--- src/rtl/hs_pkg.sv ---
// Shared definitions for the 4-bit valid/ready handshake stream blocks.
package hs_pkg;

  localparam int unsigned HS_DATA_W = 4;
  localparam int unsigned HS_LEN_W  = 4;

  typedef enum logic [1:0] {
    HS_TX_IDLE = 2'd0,
    HS_TX_SEND = 2'd1,
    HS_TX_GAP  = 2'd2
  } hs_tx_state_e;

endpackage

--- src/rtl/hs_burst_tx.sv ---
// Valid/ready burst transmitter: emits base, base+1, ... for a latched beat count.
// Optional inter-beat idle gap is enabled by defining HS_TX_GAP_EN.
module hs_burst_tx
  import hs_pkg::*;
#(
  parameter int unsigned DATA_W = HS_DATA_W,
  parameter int unsigned LEN_W  = HS_LEN_W
) (
  input  logic              clk,
  input  logic              rst,
  input  logic              start_i,
  input  logic [LEN_W-1:0]  len_i,
  input  logic [DATA_W-1:0] base_i,
`ifdef HS_TX_GAP_EN
  input  logic [1:0]        gap_i,
`endif
  output logic              valid_o,
  output logic [DATA_W-1:0] data_o,
  output logic              last_o,
  input  logic              ready_i,
  output logic              busy_o,
  output logic              done_o
);

  // One extra bit so a zero length field can hold the full 2^LEN_W count.
  localparam int unsigned RW = LEN_W + 1;
  localparam logic [RW-1:0] FULL_CNT = RW'(1) << LEN_W;

  hs_tx_state_e      state_q, state_d;
  logic [RW-1:0]     rem_q, rem_d;
  logic [DATA_W-1:0] data_q, data_d;
  logic              valid_q, valid_d;
  logic              last_q, last_d;
  logic              busy_q, busy_d;
  logic              done_q, done_d;
`ifdef HS_TX_GAP_EN
  logic [1:0]        gap_q, gap_d;
  logic [1:0]        gcnt_q, gcnt_d;
`endif

  always_ff @(posedge clk) begin
    if (rst) begin
      state_q <= HS_TX_IDLE;
      rem_q   <= '0;
      data_q  <= '0;
      valid_q <= 1'b0;
      last_q  <= 1'b0;
      busy_q  <= 1'b0;
      done_q  <= 1'b0;
`ifdef HS_TX_GAP_EN
      gap_q   <= 2'd0;
      gcnt_q  <= 2'd0;
`endif
    end else begin
      state_q <= state_d;
      rem_q   <= rem_d;
      data_q  <= data_d;
      valid_q <= valid_d;
      last_q  <= last_d;
      busy_q  <= busy_d;
      done_q  <= done_d;
`ifdef HS_TX_GAP_EN
      gap_q   <= gap_d;
      gcnt_q  <= gcnt_d;
`endif
    end
  end

  // Next-state and next-output logic; outputs are the registered copies.
  always_comb begin
    state_d = state_q;
    rem_d   = rem_q;
    data_d  = data_q;
    valid_d = valid_q;
    last_d  = last_q;
    done_d  = 1'b0;
`ifdef HS_TX_GAP_EN
    gap_d   = gap_q;
    gcnt_d  = gcnt_q;
`endif
    case (state_q)
      HS_TX_IDLE: begin
        if (start_i) begin
          state_d = HS_TX_SEND;
          data_d  = base_i;
          rem_d   = (len_i == '0) ? FULL_CNT : RW'(len_i);
          valid_d = 1'b1;
          last_d  = (len_i == LEN_W'(1));
`ifdef HS_TX_GAP_EN
          gap_d   = gap_i;
`endif
        end
      end
      HS_TX_SEND: begin
        if (valid_q && ready_i) begin
          if (last_q) begin
            state_d = HS_TX_IDLE;
            valid_d = 1'b0;
            last_d  = 1'b0;
            done_d  = 1'b1;
          end else begin
            data_d  = data_q + DATA_W'(1);
            rem_d   = rem_q - RW'(1);
            last_d  = (rem_q == RW'(2));
`ifdef HS_TX_GAP_EN
            if (gap_q != 2'd0) begin
              state_d = HS_TX_GAP;
              valid_d = 1'b0;
              gcnt_d  = gap_q;
            end
`endif
          end
        end
      end
`ifdef HS_TX_GAP_EN
      HS_TX_GAP: begin
        if (gcnt_q <= 2'd1) begin
          state_d = HS_TX_SEND;
          valid_d = 1'b1;
          gcnt_d  = 2'd0;
        end else begin
          gcnt_d = gcnt_q - 2'd1;
        end
      end
`endif
      default: begin
        state_d = HS_TX_IDLE;
        valid_d = 1'b0;
        last_d  = 1'b0;
      end
    endcase
    busy_d = (state_d != HS_TX_IDLE);
  end

  assign valid_o = valid_q;
  assign data_o  = data_q;
  assign last_o  = last_q;
  assign busy_o  = busy_q;
  assign done_o  = done_q;

endmodule

--- config.mk ---
export PLATFORM = sky130hd
export DESIGN_NAME = hs_burst_tx
export DESIGN_NICKNAME = d
export VERILOG_FILES = /design/src/rtl/hs_pkg.sv /design/src/rtl/hs_burst_tx.sv
export SDC_FILE = /design/constraint.sdc
export NUM_CORES = 1
export LEC_CHECK = 0
export CORE_MARGIN = 5
export CORE_UTILIZATION = 47
export CTS_CLUSTER_SIZE = 14
export DETAILED_ROUTE_END_ITERATION = 16
export PLACE_DENSITY_LB_ADDON = 0.05
export SETUP_SLACK_MARGIN = 0.5
export SLEW_MARGIN = 20
export SYNTH_ARGS = -nofsm -noshare
export SYNTH_HDL_FRONTEND = slang
export SYNTH_SLANG_ARGS = --single-unit
--- constraint.sdc ---
create_clock -name clk -period 1.8 [get_ports clk]
set_clock_uncertainty 0.1 [all_clocks]
set_input_delay 0.54 -clock clk [delete_from_list [all_inputs] [get_ports clk]]
set_output_delay 0.54 -clock clk [all_outputs]
set_load 0.01 [all_outputs]
==> flow_summary.json <==
{
  "setup_viol_count_final": 0,
  "worstReg2RegStart": "last_o",
  "synth_ff_type": "dfxtp_1",
  "clock_sinks": 15,
  "min_delay_path_depth": 2,
  "avgSynthCellArea_um2": 7.92,
  "core_um2": 1560,
  "dr.pass1.iters": 4,
  "ir_drop_v": 0.000457,
  "grt_pass1_vias": 870,
  "overflow": 0,
  "netlist_area_um2": 792,
  "cts_buffer_depth": 2,
  "drive_gt1_frac": 0.469,
  "cts-buffers-inserted": 3,
  "worst_hold_slack_ns": 0.388,
  "final-hold-violation-count": 0,
  "finalPower_uw": 757,
  "p_per_area_nw_per_um2": 587,
  "placementRows": 14,
  "rsz0062_at_grt": "yes",
  "r2r_setup_slack_ns": 0.31,
  "min_path_type": "register to register",
  "ys_ff_latch": 15,
  "worst_r2r_path_depth": 4,
  "hp-start": "rem_q[4]",
  "dpl.hpwl_um": 1520,
  "synthCells": 100,
  "p_leak_uw": 0.000542,
  "die_width_um": 51.1,
  "drt-total-wl_um": 2460,
  "r2r-end": "data_o[0]",
  "cp_data_arrival_time_ns": 0.87,
  "slowest_stage": "dfxtp_2",
  "drcViolationCount": 0,
  "yosysSeqAreaShare": 0.379,
  "synth.distinct_cells": 28,
  "vias": 932,
  "clock_latency_ns": 0.28,
  "syn-num-nets": 115,
  "yosys_warnings": 0,
  "synth_enable_flop_cells": 0,
  "io_pins": 20,
  "cts.clk_slew.worst_paths_ns": 0.09,
  "post-route-util": 0.827,
  "wl_per_cell_um": 15.3,
  "crit_fanout": 4,
  "viasPerCell": 5.79,
  "die_h_um": 51.1,
  "cp.required_ns": 1.16,
  "track_usage": 0.200,
  "detail_route.iter0.violations": 28,
  "path_cells": "buf_4 -> buf_6",
  "ant_nets": 0,
  "fin_crit_ns": 1.51,
  "htreeDepth": 1,
  "worst_hold_path.endpoint": "rem_q[4]",
  "drv_cap": 0,
  "cpPeakStageDelay_ns": 0.34,
  "portBuffers": 19,
  "drv_slew": 0,
  "area_delta_synth_final_pct": 62.9,
  "cp-end-kind": "output port",
  "synthArstFlopShare": 0,
  "grt_max_degree": 12,
  "critPathBufInv": 2,
  "nets": 161,
  "tritoncts": "done",
  "path_depth": 2,
  "critPathTopFamily": "flip-flops",
  "critPathLaunchType": "register",
  "place_congestion": 0.909,
  "max_freq_mhz": 662,
  "cts-root-buf": "clkbuf_4",
  "period_share": 0.839,
  "antenna_found_initial": 0,
  "outcome": "finished, final reports clean",
  "die_area_um2": 2610,
  "grt_pass1_wl_um": 3890,
  "path_class": "register to output port",
  "start_util": 0.508,
  "setup_tns_ns": 0,
  "n_antenna_cell": 0
}
cell families after synthesis:
group | Yosys count | synth area share
other cells | 1 | 0.00473
simple gates | 44 | 0.303
compound gates | 29 | 0.223
buf+inv | 8 | 0.0427
flops | 15 | 0.379
fa+ha+maj | 3 | 0.0474
power breakdown:
| part | total [µW] | switching (µW) | internal, µW |
|---|---|---|---|
| Clock | 193 | 107 | 86.1 |
| Sequential | 365 | 16.2 | 349 |
| Combinational | 199 | 90.4 | 109 |
| Total | 757 | 213 | 543 |
layout make-up:
| cell class | count | area [µm²] |
|---|---|---|
| Multi-Input combinational cell | 77 | 539 |
| Timing Repair Buffer | 46 | 382 |
| Sequential cell | 15 | 312 |
| Fill cell | 101 | 269 |
| Clock buffer | 4 | 26.3 |
| Tap cell | 16 | 20.0 |
| Inverter | 3 | 11.3 |
registers in the layout (all words and copies together) (netlist names):
name     count
valid_o      1
last_o       1
done_o       1
rem_q        5
busy_o       1
state_q      2
data_o       4
cells in the final DEF (no fill, tap or decap), types with 3 or more instances in the layout:
cell type,n
nor3_1,8
nand3_1,4
nand2_1,5
a211oi_2,3
clkdlybuf4s50_1,4
and2_1,3
o21ai_1,4
nor2_1,5
inv_1,3
nand2b_1,3
clkbuf_4,3
dfxtp_2,6
a21oi_2,3
o21ai_2,3
nor2b_1,3
buf_4,24
dfxtp_1,8
a21oi_1,6
buf_2,5
buf_6,10
stage by stage:
step	setup slack [ns]	std cells	area [µm²]
4_1_cts	0.342	158	1240
3_5_place_dp	-0.257	140	1060
6_report	0.290	161	1290
3_3_place_gp	-0.237	140	1060
5_1_grt	0.211	161	1290
2_1_floorplan	0.360	100	803
synth_stat cells, types with 2 or more instances:
cell type	instances	area [µm²]
a211oi_1	3	22.5
o21ai_0	9	45.0
nor2_1	6	22.5
buf_2	3	15.0
nand3_1	4	20.0
ha_1	3	37.5
nand4b_1	2	17.5
nor2b_1	4	25.0
dfxtp_1	15	300
a21o_1	2	15.0
nand2b_1	5	31.3
or3_1	2	12.5
nor3_1	8	40.0
and2_1	3	18.8
inv_1	3	11.3
clkbuf_1	2	7.51
a21oi_1	10	50.1
nand2_1	6	22.5
layer usage:
layer	part of all wire	GRT usage	vias to the layer above
li1	-	-	449
met1	0.42	0.248	446
met2	0.50	0.326	33
met3	0.060	0.0436	4
met4	0.013	0.0987	0
met5	0	0	-
how the worst max path moves through the flow:
| stage | from | end | slack [ns] |
|---|---|---|---|
| after global routing | last_o | data_o[1] | 0.21 |
| after floorplan | ready_i | rem_q[0] | 0.36 |
| after CTS | last_o | data_o[0] | 0.34 |
| after detailed placement | ready_i | rem_q[1] | -0.26 |
| final | last_o | last_o | 0.29 |
| after global placement | ready_i | rem_q[0] | -0.24 |
worst reg2reg max path, stage by stage (launching register included):
cell      delay (ns)
dfxtp_2         0.34
nand4b_1        0.24
a21o_1          0.27
or3_1           0.36
a21oi_1         0.12
what timing repair did:
item / CTS / global route
buffers inserted: 14 / 3
hold buffers: 0 / 0
resized for setup: 81 / 11
pin swaps: 13 / 7
endpoints found under the setup margin: 22 / 19
No activity file was read; power rests on OpenSTA's default activity.
